`config.mk`:
```
export PLATFORM = sky130hd
export DESIGN_NAME = mips_mem_bridge
export DESIGN_NICKNAME = d
export VERILOG_FILES = /design/src/rtl/mips_pkg.sv /design/src/rtl/mips_bridge_watchdog.sv /design/src/rtl/mips_mem_bridge.sv
export SDC_FILE = /design/constraint.sdc
export NUM_CORES = 1
export LEC_CHECK = 0
export BUFFER_PORTS_ARGS = -buffer_cell sky130_fd_sc_hd__buf_2
export CORE_UTILIZATION = 35
export DETAILED_ROUTE_END_ITERATION = 10
export PLACE_DENSITY = 0.72
export SLEW_MARGIN = 10
export SYNTH_ARGS = -nofsm -noshare
export SYNTH_HDL_FRONTEND = slang
export SYNTH_SLANG_ARGS = --single-unit
export TNS_END_PERCENT = 50
```
`constraint.sdc`:
```
create_clock -name clk -period 1.9 [get_ports clk]
set_input_delay 0.285 -clock clk [delete_from_list [all_inputs] [get_ports clk]]
set_output_delay 0.285 -clock clk [all_outputs]
set_load 0.005 [all_outputs]
```
`src/rtl/mips_pkg.sv`:
```
// Shared types and defaults for the MIPS core and its unified-memory bridge.
package mips_pkg;

  typedef enum logic [2:0] {
    BR_IDLE,
    BR_FETCH,
    BR_DATA,
    BR_EXEC,
    BR_ERR
  } bridge_state_t;

  localparam int BRIDGE_TIMEOUT_DEF = 64;

  // Counter width for a watchdog limit; never narrower than one bit.
  function automatic int wd_width(input int limit);
    return (limit > 0) ? $clog2(limit + 1) : 1;
  endfunction

endpackage

```
`src/rtl/mips_bridge_watchdog.sv`:
```
// Counts unacknowledged request cycles; expired pulses in the cycle that would
// be the TIMEOUT-th one, so the owner can leave on that same edge.
module mips_bridge_watchdog
  import mips_pkg::*;
#(
  parameter int TIMEOUT = BRIDGE_TIMEOUT_DEF
) (
  input  logic clk,
  input  logic rst,
  input  logic clear,
  input  logic count_en,
  output logic expired
);

  generate
    if (TIMEOUT == 0) begin : g_off
      assign expired = 1'b0;
    end else begin : g_on
      localparam int W = wd_width(TIMEOUT);
      localparam logic [W-1:0] LAST = W'(TIMEOUT - 1);

      logic [W-1:0] cnt_q, cnt_d;

      always_comb begin
        cnt_d = cnt_q;
        if (clear)         cnt_d = '0;
        else if (count_en) cnt_d = cnt_q + 1'b1;
      end

      always_ff @(posedge clk) begin
        if (rst) cnt_q <= '0;
        else     cnt_q <= cnt_d;
      end

      // count_en already excludes an acking cycle, so a last-cycle ack wins.
      assign expired = count_en && (cnt_q == LAST);
    end
  endgenerate

endmodule

```
`src/rtl/mips_mem_bridge.sv`:
```
// Serialises instruction fetch and load/store onto one req/ack memory port and
// stalls the core until both accesses of the current instruction are done.
module mips_mem_bridge
  import mips_pkg::*;
#(
  parameter int ADDR_WIDTH = 32,
  parameter int DATA_WIDTH = 32,
  parameter int TIMEOUT    = BRIDGE_TIMEOUT_DEF
) (
  input  logic                  clk,
  input  logic                  rst,
  input  logic [ADDR_WIDTH-1:0] core_pc,
  output logic [DATA_WIDTH-1:0] core_instr,
  input  logic                  core_memread,
  input  logic                  core_memwrite,
  input  logic [ADDR_WIDTH-1:0] core_memaddr,
  input  logic [DATA_WIDTH-1:0] core_writedata,
  output logic [DATA_WIDTH-1:0] core_readdata,
  output logic                  core_stall,
  output logic                  mem_req,
  output logic                  mem_we,
  output logic [ADDR_WIDTH-1:0] mem_addr,
  output logic [DATA_WIDTH-1:0] mem_wdata,
  input  logic                  mem_ack,
  input  logic [DATA_WIDTH-1:0] mem_rdata,
  output logic                  bus_err
);

  bridge_state_t         state_q, state_d;
  logic                  decide_q, decide_d;
  logic [DATA_WIDTH-1:0] instr_q, instr_d;
  logic [DATA_WIDTH-1:0] rdata_q, rdata_d;
  logic                  ack_v, wd_expired, wd_clear;

  // decide_q marks the cycle after fetch ack, when the core decodes instr_q.
  assign mem_req = ((state_q == BR_FETCH) && !decide_q) || (state_q == BR_DATA);
  assign ack_v   = mem_req && mem_ack;

  always_comb begin
    state_d  = state_q;
    decide_d = decide_q;
    instr_d  = instr_q;
    rdata_d  = rdata_q;
    case (state_q)
      BR_IDLE: begin
        state_d  = BR_FETCH;
        decide_d = 1'b0;
      end
      BR_FETCH: begin
        if (decide_q) begin
          decide_d = 1'b0;
          state_d  = (core_memread || core_memwrite) ? BR_DATA : BR_EXEC;
        end else if (ack_v) begin
          instr_d  = mem_rdata;
          decide_d = 1'b1;
        end else if (wd_expired) begin
          state_d = BR_ERR;
        end
      end
      BR_DATA: begin
        if (ack_v) begin
          if (core_memread && !core_memwrite) rdata_d = mem_rdata;
          state_d = BR_EXEC;
        end else if (wd_expired) begin
          state_d = BR_ERR;
        end
      end
      BR_EXEC: state_d = BR_FETCH;
      BR_ERR:  state_d = BR_ERR;
      default: state_d = BR_IDLE;
    endcase
  end

  always_ff @(posedge clk) begin
    if (rst) begin
      state_q  <= BR_IDLE;
      decide_q <= 1'b0;
      instr_q  <= '0;
      rdata_q  <= '0;
    end else begin
      state_q  <= state_d;
      decide_q <= decide_d;
      instr_q  <= instr_d;
      rdata_q  <= rdata_d;
    end
  end

  assign wd_clear = ack_v || (state_d != state_q);

  mips_bridge_watchdog #(.TIMEOUT(TIMEOUT)) u_wd (
    .clk      (clk),
    .rst      (rst),
    .clear    (wd_clear),
    .count_en (mem_req && !mem_ack),
    .expired  (wd_expired)
  );

  // Store wins when both memread and memwrite are asserted.
  always_comb begin
    mem_addr  = '0;
    mem_we    = 1'b0;
    mem_wdata = '0;
    case (state_q)
      BR_FETCH: mem_addr = core_pc;
      BR_DATA: begin
        mem_addr  = core_memaddr;
        mem_we    = core_memwrite;
        mem_wdata = core_writedata;
      end
      default: ;
    endcase
  end

  assign core_stall    = (state_q != BR_EXEC);
  assign bus_err       = (state_q == BR_ERR);
  assign core_instr    = instr_q;
  assign core_readdata = rdata_q;

endmodule

```
==> results of run 1 <==
==> layer usage <==
layer	part of all wire, %	up-vias	track usage (%)
li1	-	2001	-
met1	45	1928	29.7
met2	45	193	38.7
met3	8.3	19	6.02
met4	1.4	0	8.02
met5	0	-	0
==> repair_timing <==
action	in CTS	in global routing
endpoints found under the setup margin	66	66
setup buffers	5	1
hold buffers	0	0
pin swaps	7	9
gates cloned	2	3
resized for setup	10	17
==> cells by family after synthesis <==
group           Yosys count  synth area share (%)
simple gates            198                  25.8
compound gates          116                  23.4
flops                    75                  43.0
buf+inv                  43                  5.59
xor+xnor                  6                  1.51
mux                       1                 0.287
fa+ha+maj                 1                 0.358
==> placed cells by master (no fill, tap or decap), types with 9 or more instances in the layout <==
master	n
nand2_1	132
buf_6	10
buf_2	258
a21oi_1	69
nor3_1	9
clkbuf_8	9
a22o_1	32
buf_4	11
and2_1	27
dfxtp_1	72
==> through the flow <==
| step | setup WS, ns | instances | TNS [ns] |
|---|---|---|---|
| detailed placement | 0.0645 | 813 | 0 |
| finish | -0.0164 | 835 | -0.0290 |
| global route | -0.0703 | 835 | -2.85 |
| floorplan | 0.160 | 440 | 0 |
| CTS | -0.0354 | 834 | -0.852 |
| global placement | 0.141 | 813 | 0 |
==> final cells by class <==
cell class	count	area [µm²]
tap	133	166
clock buffer	9	124
fill	955	4310
multi-input combinational	322	1850
timing repair buffer	287	1660
inverter	4	15.0
clock inverter	5	104
sequential	75	1510
==> flip-flops by register name (all words and copies together), names as in the netlist <==
register	cells
decide_q	1
u_wd.g_on.cnt_q	7
core_instr	32
state_q	3
core_readdata	32
==> worst paths after layout <==
kind,end,cells past startpoint,slack (ns)
max,mem_addr[31],6,-0.02
min,core_instr[22],3,0.18
max reg2reg,core_readdata[31],8,0.18
min reg2reg,core_readdata[18],2,0.45
==> power by group through the flow <==
stage	logic (mW)	clock network, mW	registers, mW
CTS	0.568	1.46	1.63
detailed placement	0.547	0	1.67
floorplan	0.245	0	1.67
global route	0.653	1.52	1.64
finish	0.601	1.42	1.63
global placement	0.537	0	1.67
==> worst min-delay path: stages <==
cell and delay (ns):
buf_2 0.10, nand2_1 0.05, a21oi_1 0.05
==> impl_metrics.env, run 1 <==
export IMPL_crit_arrival_ns=1.63
export IMPL_synth_edf_count=0
export IMPL_vias=4141
export IMPL_fin_hold_ws_ns=0.182
export IMPL_synth_ff_type="dfxtp_1"
export IMPL_fin_skew_ns=0.0102
export IMPL_p_comb_share_pct=16.4
export IMPL_hold_viol=0
export IMPL_grt_pass1_wl_mm=18.7
export IMPL_yosysUniqueCellTypes=33
export IMPL_clockBufferDepth=2
export IMPL_setup_worst_path_start="state_q[1]"
export IMPL_hp_class="input pin to flop"
export IMPL_finalNetCount=833
export IMPL_cap_violations=0
export IMPL_root_buffer="clkbuf_8"
export IMPL_clk_pin_slew_ns=0.08
export IMPL_crit_type="flop to output pin"
export IMPL_hp_start="mem_rdata[22]"
export IMPL_cpPeakStageDelay_ns=0.34
export IMPL_syn_area_mm2=0.00349
export IMPL_die_area_mm2=0.0104
export IMPL_antenna_found_initial=0
export IMPL_final_core_util_pct=55.7
export IMPL_synth_largest_area_cell="dfxtp_1"
export IMPL_internal_power_mw=2.77
export IMPL_crit_fanout=16
export IMPL_dp_hpwl_mm=9.09
export IMPL_fmax_ghz=0.522
export IMPL_core_area_mm2=0.00973
export IMPL_insertedDiodeCount=0
export IMPL_cp_required_ns=1.62
export IMPL_die_w_um=102
export IMPL_setup_slack_ns=-0.0164
export IMPL_synth_common_cells="nand2_1, dfxtp_1, a21oi_1, and2_1, a22o_1"
export IMPL_violations="setup timing"
export IMPL_setup_viol=2
export IMPL_ys_ff_latch=75
export IMPL_ant_nets=0
export IMPL_synth_area_top_cells="dfxtp_1, nand2_1, a21oi_1, a22o_1, and2_1"
export IMPL_power_switching_mw=0.886
export IMPL_yosys_warnings=0
export IMPL_wire_per_inst_um=15.2
export IMPL_die_h_um=102
export IMPL_cts_max_level=3
export IMPL_ys_seq_area_share_pct=43.0
export IMPL_first_iter_violations=151
export IMPL_outcome="finished with violations"
export IMPL_relSlewSlack_pct=56.4
export IMPL_r2r_start="state_q[0]"
export IMPL_p_seq_share_pct=44.6
export IMPL_grt_pass1_vias=3902
export IMPL_cp_start_kind="flop"
export IMPL_grt_overflow=0
export IMPL_syn_area_per_cell_um2=7.93
export IMPL_grt_setup_unrepaired="yes"
export IMPL_rows=36
export IMPL_finalCritPeriodShare_pct=101
export IMPL_cts_sinks=75
export IMPL_cts_buffers_inserted=9
export IMPL_tightest_slew_ns=0.654
export IMPL_routed_wirelength_mm=12.7
export IMPL_gp_congestion=0.895
export IMPL_final_cell_area_mm2=0.00542
export IMPL_total_power_mw=3.66
export IMPL_peakVddDrop_mv=0.327
export IMPL_clock_latency_ns=0.34
export IMPL_crit_path_end_kind="output pin"
export IMPL_remaining_drc_errors=0
export IMPL_io_pin_count=265
export IMPL_areaGrowthSynthToFinish_pct=55.2
export IMPL_yosys_cell_count_top_type="nand2_1"
export IMPL_cp_cell_sequence="buf_6 > nand2b_4 > nor2_4 > buf_12 > a22o_1 > buf_2"
export IMPL_dr_pass1_iters=4
export IMPL_syn_nets=574
export IMPL_grt_max_degree=43
export IMPL_initial_core_util_pct=35.9
export IMPL_critPathSlowestCell="dfxtp_2"
export IMPL_path_buf_inv=3
export IMPL_power_leakage_nw=2.60
export IMPL_period_minus_slack_ns=1.92
export IMPL_io_buffers=264
export IMPL_syn_instance_count=440
export IMPL_grt_use_total_pct=23.4
export IMPL_slew_violations=0
export IMPL_drive_gt1_share_pct=45.9
export IMPL_dpl_cell_area_mm2=0.00497
export IMPL_cpLargestDelayFamily="buffers and inverters"
export IMPL_async_flop_share_pct=0
export IMPL_power_density_mw_per_mm2=675
export IMPL_cts_tree="done"
export IMPL_synth_top_area_share_pct=43.0
export IMPL_power_frac_clock_pct=38.9
export IMPL_via_per_inst=4.96
export IMPL_swShare_pct=24.2
Power figures use the tool's default switching activity.
==> run 2, diff against run 1 <==
Settings changed: ABC_AREA set to 1, CELL_PAD_IN_SITES_DETAIL_PLACEMENT set to 0, CELL_PAD_IN_SITES_GLOBAL_PLACEMENT set to 1, CORE_UTILIZATION 35 to 26, PLACE_DENSITY 0.72 to not set, PLACE_DENSITY_LB_ADDON set to 0.1.
==> impl_metrics.env, run 2 <==
export IMPL_yosys_warnings=0
export IMPL_grt_overflow=0
export IMPL_period_minus_slack_ns=1.82
export IMPL_async_flop_share_pct=0
export IMPL_clk_pin_slew_ns=0.06
export IMPL_yosysUniqueCellTypes=30
export IMPL_synthAdderAreaFrac_pct=0.356
export IMPL_setup_viol=0
export IMPL_yosys_cell_count_top_type="nand2_1"
export IMPL_power_density_mw_per_mm2=746
export IMPL_cts_max_level=3
export IMPL_vias=4075
export IMPL_core_area_mm2=0.0132
export IMPL_synth_common_cells="nand2_1, dfxtp_1, a21oi_1, inv_1, nor2_1"
export IMPL_cp_required_ns=1.62
export IMPL_outcome="finished clean"
export IMPL_areaGrowthSynthToFinish_pct=51.9
export IMPL_io_pin_count=265
export IMPL_initial_core_util_pct=26.6
export IMPL_via_per_inst=4.42
export IMPL_cts_tree="done"
export IMPL_finalCritPeriodShare_pct=96.0
export IMPL_die_area_mm2=0.0140
export IMPL_r2r_cells=8
export IMPL_fmax_ghz=0.548
export IMPL_synth_simple_gate_area_share_pct=26.0
export IMPL_ys_ff_latch=75
export IMPL_r2r_start="u_wd.g_on.cnt_q[0]"
export IMPL_hp_class="input pin to flop"
export IMPL_first_iter_violations=154
export IMPL_io_buffers=264
export IMPL_die_w_um=118
export IMPL_r2r_end="u_wd.g_on.cnt_q[1]"
export IMPL_wire_per_inst_um=15.2
export IMPL_rows=42
export IMPL_power_leakage_nw=2.77
export IMPL_ys_seq_area_share_pct=42.7
export IMPL_die_h_um=118
export IMPL_fin_skew_ns=0.00566
export IMPL_nFillCells=1475
export IMPL_grt_max_degree=68
export IMPL_setup_worst_path_start="state_q[2]"
export IMPL_post_cts_buffers=0
export IMPL_synth_top_area_share_pct=42.7
export IMPL_slew_violations=0
export IMPL_crit_arrival_ns=1.54
export IMPL_syn_area_per_cell_um2=7.29
export IMPL_synth_largest_area_cell="dfxtp_1"
export IMPL_cts_sinks=75
export IMPL_grt_use_total_pct=19.3
export IMPL_syn_nets=616
export IMPL_synth_compound_area_share_pct=19.2
export IMPL_cp_start_kind="flop"
export IMPL_synth_top_family_by_area="simple AND/OR/NAND/NOR gates"
export IMPL_crit_fanout=17
export IMPL_synth_area_top_cells="dfxtp_1, nand2_1, a21oi_1, a22o_1, inv_1"
export IMPL_crit_path_end_kind="output pin"
export IMPL_worstSetupEndpoint="mem_addr[0]"
export IMPL_root_buffer="clkbuf_16"
export IMPL_clock_latency_ns=0.33
export IMPL_synth_ff_type="dfxtp_1"
export IMPL_layout_commonest_cell="buf_2"
export IMPL_ant_nets=0
export IMPL_clockBufferDepth=2
export IMPL_drive_gt1_share_pct=42.7
export IMPL_cts_buffers_inserted=9
export IMPL_dp_hpwl_mm=10.6
export IMPL_total_power_mw=3.98
export IMPL_dr_pass1_iters=5
export IMPL_syn_instance_count=482
export IMPL_finalNetCount=872
export IMPL_muxShareOfSynthArea_pct=0
export IMPL_peakVddDrop_mv=0.458
export IMPL_hold_viol=0
export IMPL_synthXorXnorAreaFrac_pct=0.997
export IMPL_final_cell_mix="buf_2, nand2_1, dfxtp_1, a21oi_1, inv_1"
export IMPL_cap_violations=0
export IMPL_gp_congestion=0.894
export IMPL_grt_pass1_wl_mm=20.7
export IMPL_routed_wirelength_mm=14.0
export IMPL_crit_type="flop to output pin"
export IMPL_syn_area_mm2=0.00351
export IMPL_synth_edf_count=0
export IMPL_postCtsHoldBufs=0
export IMPL_grt_pass1_vias=3660
export IMPL_antenna_found_initial=2
export IMPL_grt_setup_unrepaired="no"
export IMPL_tns_ns=0
export IMPL_relSlewSlack_pct=49.3
export IMPL_remaining_drc_errors=0
export IMPL_tightest_slew_ns=0.761
export IMPL_r2r_slack_ns=0.34
## run 2: layout make-up
cell class,count,area [µm²],area share [%]
Clock buffer,10,239,4.48
Tap cell,176,220,4.13
Timing Repair Buffer,275,1460,27.4
Sequential cell,75,1510,28.2
Antenna cell,2,5.00,0.0938
Clock inverter,6,65.1,1.22
Multi-Input combinational cell,324,1640,30.6
Inverter,53,204,3.82
## run 2: logic make-up (layout without fill, tap and decap cells)
group,count (synthesis),after routing
simple gates,213,213
other cells,0,2
xor+xnor,4,4
flops,75,75
fa+ha+maj,1,1
compound gates,106,106
buf+inv,83,344
## run 2: stage by stage
| step | hold slack, ns | std cells | cell area [µm²] | setup WS, ns | util, % |
|---|---|---|---|---|---|
| 4_1_cts | 0.197 | 917 | 5280 | 0.0247 | 40.0 |
| 2_1_floorplan | 0.432 | 482 | 3510 | 0.520 | - |
| 3_3_place_gp | 0.446 | 901 | 4970 | 0.299 | 37.7 |
| 5_1_grt | 0.209 | 921 | 5340 | 0.0118 | 40.5 |
| 6_report | 0.210 | 921 | 5340 | 0.0759 | 40.5 |
| 3_5_place_dp | 0.450 | 901 | 4970 | 0.284 | 37.7 |
## run 2: per-layer routing
metal | track usage (%) | up-vias | part of all wire [%] | wire length, µm
met5 | 0 | - | 0 | 0
met4 | 8.25 | 0 | 1.7 | 235
met3 | 4.78 | 16 | 7.4 | 1040
met2 | 34.0 | 160 | 51 | 7170
met1 | 22.0 | 1845 | 40 | 5590
li1 | - | 2054 | - | -
## run 2: how the worst min path moves through the flow
stage | from | cells past startpoint | to
CTS | mem_rdata[2] | 3 | core_readdata[2]
floorplan | mem_rdata[0] | 2 | core_readdata[0]
global placement | core_readdata[21] | 2 | core_readdata[21]
global route | mem_rdata[11] | 3 | core_readdata[11]
detailed placement | core_readdata[10] | 2 | core_readdata[10]
finish | mem_rdata[2] | 3 | core_readdata[2]
## run 2: critical path: stages, from the launching register on
cell       delay (ns)
dfxtp_2          0.40
inv_4            0.08
nand3_4          0.14
inv_4            0.07
clkbuf_16        0.17
a22o_1           0.20
buf_2            0.14
## run 2: where the power goes
part           leakage [nW]  internal [mW]  switching (mW)
Sequential            0.608           1.62          0.0270
Combinational          2.03          0.289           0.327
Clock                 0.137           1.05           0.673
## run 2: repair_timing
item,CTS,global route
gates resized for setup,3,3
cloned,0,2
setup endpoints to repair,30,24
==> run 3, diff against run 2 <==
Settings changed: RECOVER_POWER set to 100.
==> impl_metrics.env, run 3 (synthesis gave the netlist of run 2 again) <==
export IMPL_rows=42
export IMPL_hp_class="input pin to flop"
export IMPL_routed_wirelength_mm=14.0
export IMPL_dr_pass1_iters=5
export IMPL_die_w_um=118
export IMPL_clock_latency_ns=0.34
export IMPL_period_minus_slack_ns=1.82
export IMPL_dp_slack_ns=0.284
export IMPL_cp_required_ns=1.62
export IMPL_cts_buffers_inserted=9
export IMPL_clk_pin_slew_ns=0.06
export IMPL_total_power_mw=3.95
export IMPL_die_area_mm2=0.0140
export IMPL_peakVddDrop_mv=0.438
export IMPL_wire_per_inst_um=15.2
export IMPL_tightest_slew_ns=0.747
export IMPL_grt_max_degree=68
export IMPL_layout_commonest_cell="buf_2"
export IMPL_io_pin_count=265
export IMPL_vias=4113
export IMPL_postCtsHoldBufs=0
export IMPL_crit_arrival_ns=1.54
export IMPL_cts_max_level=3
export IMPL_areaGrowthSynthToFinish_pct=47.3
export IMPL_hold_viol=0
export IMPL_setup_viol=0
export IMPL_first_iter_violations=160
export IMPL_fmax_ghz=0.549
export IMPL_crit_type="flop to output pin"
export IMPL_via_per_inst=4.47
export IMPL_setup_slack_ns=0.0779
export IMPL_crit_fanout=16
export IMPL_critPathSlowestCell="dfxtp_2"
export IMPL_cp_start_kind="flop"
export IMPL_nFillCells=1498
export IMPL_grt_pass1_vias=3660
export IMPL_cts_sinks=75
export IMPL_power_density_mw_per_mm2=764
export IMPL_io_buffers=264
export IMPL_final_core_util_pct=39.2
export IMPL_power_leakage_nw=2.47
export IMPL_crit_path_end_kind="output pin"
export IMPL_core_area_mm2=0.0132
export IMPL_r2r_slack_ns=0.22
export IMPL_remaining_drc_errors=0
export IMPL_tns_ns=0
export IMPL_cap_violations=0
export IMPL_dp_hpwl_mm=10.6
export IMPL_gp_congestion=0.894
export IMPL_ant_nets=0
export IMPL_grt_pass1_wl_mm=20.7
export IMPL_drive_gt1_share_pct=33.1
export IMPL_relSlewSlack_pct=50.2
export IMPL_outcome="finished clean"
export IMPL_cpPeakStageDelay_ns=0.43
export IMPL_clockBufferDepth=2
export IMPL_grt_setup_unrepaired="no"
export IMPL_grt_overflow=0
export IMPL_initial_core_util_pct=26.6
export IMPL_finalNetCount=872
export IMPL_cp_cell_sequence="nor2_4 > nand2_1 > inv_2 > buf_4 > a22o_1 > buf_2"
export IMPL_final_cell_mix="buf_2, nand2_1, dfxtp_1, a21oi_1, clkbuf_1"
export IMPL_antenna_found_initial=2
export IMPL_slew_violations=0
export IMPL_finalCritPeriodShare_pct=95.9
export IMPL_root_buffer="clkbuf_16"
export IMPL_fin_skew_ns=0.00557
export IMPL_grt_use_total_pct=19.3
export IMPL_cts_tree="done"
export IMPL_fin_hold_ws_ns=0.209
export IMPL_die_h_um=118
run 3: layer usage:
layer | track usage, % | vias to the layer above | wire length, µm
li1 | - | 2056 | -
met5 | 0 | - | 0
met2 | 34.0 | 166 | 7170
met4 | 8.25 | 0 | 216
met1 | 22.0 | 1875 | 5630
met3 | 4.78 | 16 | 1030
run 3: layout make-up:
class / instances / area [µm²] / share of cell area [%]
Tap cell: 176 / 220 / 4.25
Inverter: 53 / 204 / 3.94
Clock buffer: 10 / 239 / 4.62
Sequential cell: 75 / 1510 / 29.1
Timing Repair Buffer: 275 / 1360 / 26.3
Clock inverter: 6 / 65.1 / 1.26
Antenna cell: 2 / 5.00 / 0.0967
Multi-Input combinational cell: 324 / 1580 / 30.5
run 3: stage by stage:
stage / area (µm²) / cells
2_1_floorplan: 3510 / 482
3_3_place_gp: 4970 / 901
3_5_place_dp: 4970 / 901
4_1_cts: 5280 / 917
5_1_grt: 5180 / 921
6_report: 5180 / 921
run 3: report_power, final:
group / leakage [nW] / total, mW / switching, mW / internal [mW]
Clock: 0.137 / 1.73 / 0.676 / 1.05
Sequential: 0.608 / 1.64 / 0.0268 / 1.62
Combinational: 1.73 / 0.585 / 0.321 / 0.264
run 3: timing repair:
item	CTS	global route
gates cloned	0	2
buffers inserted	0	0
pin swaps	0	0
resized for setup	3	3
endpoints found under the setup margin	30	24
hold endpoints to repair	0	0
run 3: critical path, delay by kind of cell, from the launching register on:
kind	cells	cell delay, ns
AO/OA/AOI/OAI	1	0.23
buffers and inverters	3	0.40
flip-flops	1	0.43
AND/OR/NAND/NOR	2	0.15
run 3: worst paths after layout:
kind,startpoint,endpoint,cells after the start
setup / recovery,state_q[1],mem_addr[2],6
hold / removal,mem_rdata[2],core_readdata[2],3
setup reg to reg,state_q[2],core_readdata[31],6
hold reg to reg,core_instr[29],core_instr[29],2
